**config.mk**
```make
export PLATFORM = sky130hd
export DESIGN_NAME = operand_sequencer
export DESIGN_NICKNAME = d
export VERILOG_FILES = /design/src/rtl/operand_seq_pkg.sv /design/src/rtl/btn_debounce.sv /design/src/rtl/operand_sequencer.sv
export SDC_FILE = /design/constraint.sdc
export NUM_CORES = 1
export LEC_CHECK = 0
export ABC_AREA = 1
export CORE_MARGIN = 4
export CORE_UTILIZATION = 60
export CTS_BUF_LIST = sky130_fd_sc_hd__clkbuf_8
export CTS_CLUSTER_DIAMETER = 40
export CTS_CLUSTER_SIZE = 28
export DETAILED_ROUTE_END_ITERATION = 6
export GPL_TIMING_DRIVEN = 0
export PLACE_DENSITY_LB_ADDON = 0.2
export RECOVER_POWER = 25
export SYNTH_ARGS = -nofsm -noshare
export SYNTH_HDL_FRONTEND = slang
export SYNTH_SLANG_ARGS = --single-unit
```
**constraint.sdc**
```tcl
create_clock -name clk -period 3 [get_ports clk]
set_input_delay 0.3 -clock clk [delete_from_list [all_inputs] [get_ports clk]]
set_output_delay 0.3 -clock clk [all_outputs]
set_load 0.02 [all_outputs]
```
**src/rtl/operand_seq_pkg.sv**
```systemverilog
// rtl/operand_seq_pkg.sv - shared stage encoding for the operand sequencer
// Purpose: state typedef and stage width shared by the sequencer top and its bench.
// Contents: STAGE_W, state_t {S_LOAD_A, S_LOAD_B, S_EXEC, S_SHOW}
package operand_seq_pkg;

   localparam int STAGE_W = 2;

   typedef enum logic [STAGE_W-1:0] {
      S_LOAD_A = 2'd0,
      S_LOAD_B = 2'd1,
      S_EXEC   = 2'd2,
      S_SHOW   = 2'd3
   } state_t;

endpackage

```
**src/rtl/btn_debounce.sv**
```systemverilog
// rtl/btn_debounce.sv - push-button synchroniser, debouncer and press pulse
// Purpose: turns a raw, bouncing, asynchronous button into a one-cycle pulse per clean press.
// Ports:
//   clk          in   system clock
//   reset        in   asynchronous active-low reset
//   btn_raw      in   unsynchronised button level, active-high
//   press_pulse  out  registered one-cycle pulse when the debounced level rises
module btn_debounce #(
   parameter int DEBOUNCE_CYCLES = 1_000_000
) (
   input  logic clk,
   input  logic reset,
   input  logic btn_raw,
   output logic press_pulse
);

   localparam int CNT_W = $clog2(DEBOUNCE_CYCLES);
   localparam logic [CNT_W-1:0] CNT_LAST = CNT_W'(DEBOUNCE_CYCLES - 1);

   logic             sync1;
   logic             sync2;
   logic             stable;
   logic [CNT_W-1:0] counter;

   // The counter only runs while the synchronised level disagrees with the
   // accepted level; any return to the accepted level restarts the window.
   // Clearing at the terminal count means the counter can never wrap.
   always_ff @(posedge clk or negedge reset) begin
      if (!reset) begin
         sync1       <= 1'b0;
         sync2       <= 1'b0;
         stable      <= 1'b0;
         counter     <= '0;
         press_pulse <= 1'b0;
      end else begin
         sync1       <= btn_raw;
         sync2       <= sync1;
         press_pulse <= 1'b0;
         if (sync2 == stable) begin
            counter <= '0;
         end else if (counter == CNT_LAST) begin
            stable      <= sync2;
            counter     <= '0;
            // only a 0->1 acceptance is a press; release is silent
            press_pulse <= sync2;
         end else begin
            counter <= counter + CNT_W'(1);
         end
      end
   end

endmodule

```
**src/rtl/operand_sequencer.sv**
```systemverilog
// rtl/operand_sequencer.sv - button-stepped operand loader and ALU execute strobe
// Purpose: each clean press loads the switch byte into A, then B, then fires exec_pulse.
// Ports:
//   clk          in   system clock
//   reset        in   asynchronous active-low reset
//   btn_raw      in   raw centre button, active-high
//   clear        in   synchronous abort, active-high
//   sw_bits      in   operand value from switches
//   a_val        out  latched operand A
//   b_val        out  latched operand B
//   exec_pulse   out  one-cycle strobe while in S_EXEC
//   press_pulse  out  one-cycle clean press indication
//   stage        out  current state encoding
module operand_sequencer
   import operand_seq_pkg::*;
#(
   parameter int DEBOUNCE_CYCLES = 1_000_000,
   parameter int DATA_W          = 8
) (
   input  logic               clk,
   input  logic               reset,
   input  logic               btn_raw,
   input  logic               clear,
   input  logic [DATA_W-1:0]  sw_bits,
   output logic [DATA_W-1:0]  a_val,
   output logic [DATA_W-1:0]  b_val,
   output logic               exec_pulse,
   output logic               press_pulse,
   output logic [STAGE_W-1:0] stage
);

   state_t              state;
   state_t              state_nxt;
   logic [DATA_W-1:0]   a_nxt;
   logic [DATA_W-1:0]   b_nxt;

   btn_debounce #(
      .DEBOUNCE_CYCLES (DEBOUNCE_CYCLES)
   ) u_debounce (
      .clk         (clk),
      .reset       (reset),
      .btn_raw     (btn_raw),
      .press_pulse (press_pulse)
   );

   always_ff @(posedge clk or negedge reset) begin
      if (!reset) begin
         state <= S_LOAD_A;
         a_val <= '0;
         b_val <= '0;
      end else begin
         state <= state_nxt;
         a_val <= a_nxt;
         b_val <= b_nxt;
      end
   end

   // clear wins over everything, including the S_EXEC -> S_SHOW step, so an
   // aborted run never produces a second strobe.
   always_comb begin
      state_nxt = state;
      a_nxt     = a_val;
      b_nxt     = b_val;
      if (clear) begin
         state_nxt = S_LOAD_A;
         a_nxt     = '0;
         b_nxt     = '0;
      end else begin
         case (state)
            S_LOAD_A: begin
               if (press_pulse) begin
                  a_nxt     = sw_bits;
                  state_nxt = S_LOAD_B;
               end
            end
            S_LOAD_B: begin
               if (press_pulse) begin
                  b_nxt     = sw_bits;
                  state_nxt = S_EXEC;
               end
            end
            S_EXEC: begin
               state_nxt = S_SHOW;
            end
            S_SHOW: begin
               if (press_pulse) begin
                  state_nxt = S_LOAD_A;
               end
            end
            default: begin
               state_nxt = S_LOAD_A;
            end
         endcase
      end
   end

   // Moore decode of the registered state: glitch-free, exactly one cycle.
   assign exec_pulse = (state == S_EXEC);
   assign stage      = state;

endmodule

```
==> results of run 1 <==
[logic make-up after synthesis]
group / after synthesis / share of synthesized area
and+or+nand+nor: 123 / 0.272
AOI/OAI and AO/OA: 5 / 0.0130
muxes: 16 / 0.0853
adders and majority gates: 5 / 0.0296
xor gates and xnor gates: 10 / 0.0450
buffers and inverters: 32 / 0.0574
DFF: 42 / 0.497
[placed cells by master, fill, tap and decap left out, types with 6 or more instances in the layout]
| master | netlist | routed |
|---|---|---|
| sky130_fd_sc_hd__dfrtp_1 | 42 | 42 |
| sky130_fd_sc_hd__inv_1 | 27 | 28 |
| sky130_fd_sc_hd__nand2_2 | 9 | 9 |
| sky130_fd_sc_hd__nand3_1 | 17 | 17 |
| sky130_fd_sc_hd__clkdlybuf4s50_1 | 0 | 28 |
| sky130_fd_sc_hd__nor2_1 | 51 | 51 |
| sky130_fd_sc_hd__mux2_2 | 16 | 16 |
| sky130_fd_sc_hd__nand2_1 | 30 | 30 |
| sky130_fd_sc_hd__xor2_1 | 6 | 6 |
[layout make-up]
cell class	instances	share of cell area
flip-flops and latches	42	0.408
clock inverters	3	0.0160
plain buffers	1	0.00194
inverters	31	0.0452
repair buffers	30	0.114
multi-input cells	159	0.365
well taps	46	0.0224
clock buffers	5	0.0267
[metrics by stage]
| stage | utilization | instance area [µm²] |
|---|---|---|
| 2_1_floorplan | - | 2110 |
| 3_3_place_gp | 0.735 | 2470 |
| 3_5_place_dp | 0.733 | 2470 |
| 4_1_cts | 0.766 | 2580 |
| 5_1_grt | 0.766 | 2570 |
| 6_report | 0.766 | 2570 |
[path summary, 6_finish.rpt]
kind,endpoint,cells past startpoint,start,slack (ns)
max in group asynchronous,u_debounce.counter[9],1,reset,1.20
min reg2reg,u_debounce.sync2,0,u_debounce.sync1,0.35
min in group asynchronous,stage[0],1,reset,0.60
min,u_debounce.sync2,0,u_debounce.sync1,0.35
max,exec_pulse,3,stage[0],1.11
max reg2reg,u_debounce.counter[6],6,u_debounce.counter[0],1.51
[cells in the mapped netlist (2+ instances only)]
library cell / instances / area (µm²)
sky130_fd_sc_hd__inv_1: 27 / 101
sky130_fd_sc_hd__xor2_1: 6 / 52.6
sky130_fd_sc_hd__ha_1: 5 / 62.6
sky130_fd_sc_hd__nor2_4: 4 / 45.0
sky130_fd_sc_hd__mux2_2: 16 / 180
sky130_fd_sc_hd__nand3_2: 2 / 20.0
sky130_fd_sc_hd__nand2_2: 9 / 56.3
sky130_fd_sc_hd__nor2_2: 3 / 18.8
sky130_fd_sc_hd__xnor2_1: 3 / 26.3
sky130_fd_sc_hd__nand2_1: 30 / 113
sky130_fd_sc_hd__nor2_1: 51 / 191
sky130_fd_sc_hd__nand4_1: 5 / 31.3
sky130_fd_sc_hd__dfrtp_1: 42 / 1050
sky130_fd_sc_hd__inv_2: 4 / 15.0
sky130_fd_sc_hd__nand3_1: 17 / 85.1
sky130_fd_sc_hd__o21ai_0: 3 / 15.0
[sequential cells by signal (all words and copies together) (netlist names)]
name / flops
u_debounce.stable: 1
u_debounce.sync1: 1
stage: 2
b_val: 8
a_val: 8
u_debounce.counter: 20
u_debounce.sync2: 1
u_debounce.press_pulse: 1
[report_power, final]
group          switching (W)  internal [W]
registers          0.0000275      0.000602
logic               0.000132      0.000117
clock network       0.000189      0.000245
total               0.000349      0.000963
[routing by layer]
metal / up-vias / routed length [µm] / GRT usage
met5: - / 0 / 0
met4: 0 / 96 / 0.0962
met3: 10 / 292 / 0.0532
met2: 56 / 2190 / 0.383
met1: 758 / 1630 / 0.249
li1: 801 / - / -
==> results.yml, run 1 <==
clocking:
  htreeDepth: 2
  tritoncts.num_buffers: 5
  cts_tree: "yes"
  post_cts_resize_count: 0
  clock_path_buffers: 2
  clkSlewWorstSetupHoldPaths_ns: 0.08
  cts_sinks: 42
  post-cts-setup-buffer-count: 0
  clock_latency_ns: 0.29
  cts_hold_buffers: 0
  cts-root-buf: "sky130_fd_sc_hd__clkbuf_8"
synthesis:
  share_of_synthesized_area_occupied_by_flip_flops_and_latches: 0.497
  number_of_distinct_library_cell_variants_in_the_gate_level_netlist_after_synthesis: 22
  yosys_warnings: 0
  synth_top_flop_cell: "sky130_fd_sc_hd__dfrtp_1"
  per_instance_average_area_after_synthesis_um2: 9.07
  synth_enable_flop_cells: 0
  synth_area_um2: 2110
  synthArstFlopShare: 1.00
  postSynthNetCount: 250
  netlist_instances: 233
  synth.ff_latch_count: 42
detailed_routing:
  drt-wirelength-per-cell_um: 13.3
  antenna_violating_nets_post_route: 0
  first_pass_iters: 5
  detailroute.via_count: 1625
  drt_first_iter_violations: 81
  post-route-drc-count: 0
  total_wire_length_after_detailed_routing_mm: 4.21
  drt-vias-per-instance: 5.13
layout:
  multi_input_comb_area_um2: 941
  nets_finish: 287
  area_growth_from_synthesis_to_layout_pct: 21.8
  fin_cells: 317
  antennaDiodeCount: 0
  register_area_um2: 1050
  final_layout_size_suffix_gt1_frac: 0.177
  nFillCells: 272
worst_setup_path:
  delay_heaviest_family_cp: "buffers and inverters"
  crit_fanout: 4
  worstPathBufferInverterCount: 2
  slowest_stage: "sky130_fd_sc_hd__clkdlybuf4s50_1"
  worstPathCellList: "inv_1 -> ha_1 -> clkdlybuf4s50_1"
  worst-endpoint-arrival_ns: 1.59
  cp.required_ns: 2.70
  slowest_delay_ns: 0.59
  cp-end-kind: "primary output"
  worst-setup-path-type: "flop to primary output"
  startpoint_type: "flop"
die:
  floorplan.initialDensity: 0.628
  die-width_um: 67.3
  die_area_um2: 4540
  core_um2: 3360
  boundaryPins: 32
  dieHeight_um: 67.3
  std_cell_rows: 21
power_and_ir_drop:
  total_leakage_power_nw: 1.18
  p_total_w: 0.00131
  power.density_nw_per_um2: 510
  max_ir_drop_vdd_mv: 0.283
sta:
  hold-worst-slack_ns: 0.354
  fin_tns_setup_ns: 0
  worst_pin_slew_ns: 2.10
  setup_ws_ns: 1.11
  worst_slew_margin_rel: -0.397
  fraction_of_the_cycle_the_final_worst_path_needs: 0.630
  final_setup_violation_count: 0
  grt_setup_unrepaired: "false"
  post-route-min-period_ns: 1.89
  fmax_mhz: 529
  finalHoldViolCount: 0
  fin_worst_skew_ns: 0.00559
  maxSlewViolCount: 43
place:
  port_buffers: 30
  setup_slack_at_placement_ns: 1.42
  place.detailed.instances: 309
  hpwl_mm: 3.15
  globalplace.congestion: 0.865
hold_path:
  min-delay-path-class: "flop to flop"
global_routing:
  grt_pass1_vias: 1601
  grt_first_pass_wirelength_mm: 7.20
  pin_count_of_the_biggest_net_entering_global_routing: 43
  antenna_violations_before_repair: 0
  globalRouteOverflowTotal: 0
  grt_total_usage: 0.217
flow_run:
  drv.max_cap_violation_count: 1
status:
  failed_checks: "capacitance limit, slew limit"
  status: "complete, but fails checks"
Note: power is estimated with default switching activity, not from simulation.
==> run 2: changes to the inputs <==
CORE_UTILIZATION = 56   (was 60)
clock period = 1.8 ns   (was 3 ns; I/O delays follow)
==> results.yml, run 2 (synthesized netlist as in run 1, its figures left out) <==
place:
  globalplace.congestion: 0.875
  hpwl_mm: 3.16
  port_buffers: 30
die:
  core_um2: 3660
  floorplan.initialDensity: 0.577
  die_area_um2: 4820
  die-width_um: 69.4
  dieHeight_um: 69.4
  std_cell_rows: 22
  boundaryPins: 32
clocking:
  tritoncts.num_buffers: 5
  post-cts-setup-buffer-count: 0
  cts_tree: "yes"
  htreeDepth: 2
  clock_latency_ns: 0.29
  clock_path_buffers: 2
  clkSlewWorstSetupHoldPaths_ns: 0.08
  cts_sinks: 42
  cts-root-buf: "sky130_fd_sc_hd__clkbuf_8"
worst_setup_path:
  cp.required_ns: 1.62
  cp-end-kind: "primary output"
  startpoint_type: "flop"
  worstPathCellList: "clkdlybuf4s50_1"
  worst-endpoint-arrival_ns: 1.32
  delay_heaviest_family_cp: "buffers and inverters"
  worstPathBufferInverterCount: 1
  crit_fanout: 4
  slowest_delay_ns: 0.62
  slowest_stage: "sky130_fd_sc_hd__clkdlybuf4s50_1"
  worst-setup-path-type: "flop to primary output"
detailed_routing:
  first_pass_iters: 4
  drt-vias-per-instance: 5.00
  detailroute.via_count: 1604
  antenna_violating_nets_post_route: 0
  drt-wirelength-per-cell_um: 12.7
  total_wire_length_after_detailed_routing_mm: 4.09
  drt_first_iter_violations: 97
  post-route-drc-count: 0
power_and_ir_drop:
  netSwitchingFraction: 0.266
  pwr-share-comb: 0.190
  total_leakage_power_nw: 1.20
  power.share.clock: 0.331
  internal-power_w: 0.00161
  power.net_switching_w: 0.000581
  power.density_nw_per_um2: 843
  power.sequential.fraction: 0.478
  max_ir_drop_vdd_mv: 0.683
layout:
  antennaDiodeCount: 0
  max_flop_register: "u_debounce.counter"
  number_of_flip_flops_in_the_largest_register: 20
  layout.cells.most_common: "sky130_fd_sc_hd__nor2_1"
  biggestRegsByFlops: "u_debounce.counter: 20 flops, a_val: 8 flops, b_val: 8 flops"
  final_layout_size_suffix_gt1_frac: 0.179
  final_core_utilization: 0.710
  final_cell_mix: "sky130_fd_sc_hd__nor2_1, sky130_fd_sc_hd__dfrtp_1, sky130_fd_sc_hd__nand2_1"
  area_growth_from_synthesis_to_layout_pct: 22.9
  nets_finish: 289
global_routing:
  grt_total_usage: 0.188
  antenna_violations_before_repair: 0
  grt_first_pass_wirelength_mm: 7.29
  grt_pass1_vias: 1583
  globalRouteOverflowTotal: 0
  pin_count_of_the_biggest_net_entering_global_routing: 26
flow_run:
  drv.max_cap_violation_count: 0
sta:
  fin_worst_skew_ns: 0.00473
  fmax_mhz: 668
  fraction_of_the_cycle_the_final_worst_path_needs: 0.832
  maxSlewViolCount: 0
  worst_pin_slew_ns: 0.925
  grt_setup_unrepaired: "false"
  finalHoldViolCount: 0
  worst_slew_margin_rel: 0.383
  hold-worst-slack_ns: 0.365
  final_setup_violation_count: 0
  post-route-min-period_ns: 1.50
status:
  status: "finished clean"
hold_path:
  min-delay-path-class: "flop to flop"
==> run 2: worst reg2reg max path, cell delays in order, from the launching register on <==
cell,delay [ns]
sky130_fd_sc_hd__dfrtp_1,0.38
sky130_fd_sc_hd__ha_1,0.23
sky130_fd_sc_hd__nand3_2,0.15
sky130_fd_sc_hd__nor2_4,0.20
sky130_fd_sc_hd__nand3_2,0.17
sky130_fd_sc_hd__nand2_2,0.18
sky130_fd_sc_hd__nor2_1,0.07
==> run 2: what timing repair did <==
| action | in CTS | in global routing |
|---|---|---|
| endpoints found under the setup margin | 0 | 1 |
| hold buffers | 1 | 0 |
| gates resized for setup | 0 | 1 |
| hold endpoints to repair | 17 | 0 |
==> run 2: routing by layer <==
layer | up-vias | part of all wire | GRT usage
met2 | 35 | 0.50 | 0.304
met1 | 756 | 0.45 | 0.249
met4 | 0 | 0.012 | 0.0586
li1 | 807 | - | -
met3 | 6 | 0.041 | 0.0493
met5 | - | 0 | 0
==> run 2: power by group through the flow <==
| stage | clock [W] | sequential (W) | combinational [W] |
|---|---|---|---|
| floorplan | 0 | 0.00113 | 0.000164 |
| global placement | 0 | 0.00106 | 0.000416 |
| detailed placement | 0 | 0.00107 | 0.000425 |
| CTS | 0.000746 | 0.00105 | 0.000430 |
| global route | 0.000790 | 0.00106 | 0.000458 |
| finish | 0.000725 | 0.00105 | 0.000417 |
==> run 2: final cells by class <==
type,count,area (µm²)
Clock inverter,3,41.3
Inverter,31,116
Buffer,1,5.00
Timing Repair Buffer,32,314
Fill cell,278,1060
Multi-Input combinational cell,159,941
Clock buffer,5,68.8
Tap cell,48,60.1
Sequential cell,42,1050
==> run 2: path summary, 6_finish.rpt <==
check | start | to | slack (ns) | cells after the start
worst max-delay path | u_debounce.press_pulse | press_pulse | 0.30 | 1
worst min-delay path | u_debounce.sync1 | u_debounce.sync2 | 0.37 | 0
worst max register to register | u_debounce.counter[0] | u_debounce.counter[5] | 0.32 | 6
worst min register to register | u_debounce.sync1 | u_debounce.sync2 | 0.37 | 0
max in group asynchronous | reset | u_debounce.counter[9] | 0.32 | 3
min in group asynchronous | reset | u_debounce.counter[12] | 0.54 | 2
==> run 2: per-stage QoR <==
stage | area [µm²] | TNS, ns | power (W) | instances | worst slack (ns)
2_1_floorplan | 2110 | 0 | 0.00129 | 233 | 0.371
3_3_place_gp | 2470 | -21.04 | 0.00148 | 311 | -0.504
3_5_place_dp | 2490 | 0 | 0.00149 | 312 | 0.326
4_1_cts | 2610 | 0 | 0.00222 | 321 | 0.0221
5_1_grt | 2600 | 0 | 0.00231 | 321 | 0.0958
6_report | 2600 | 0 | 0.00219 | 321 | 0.303
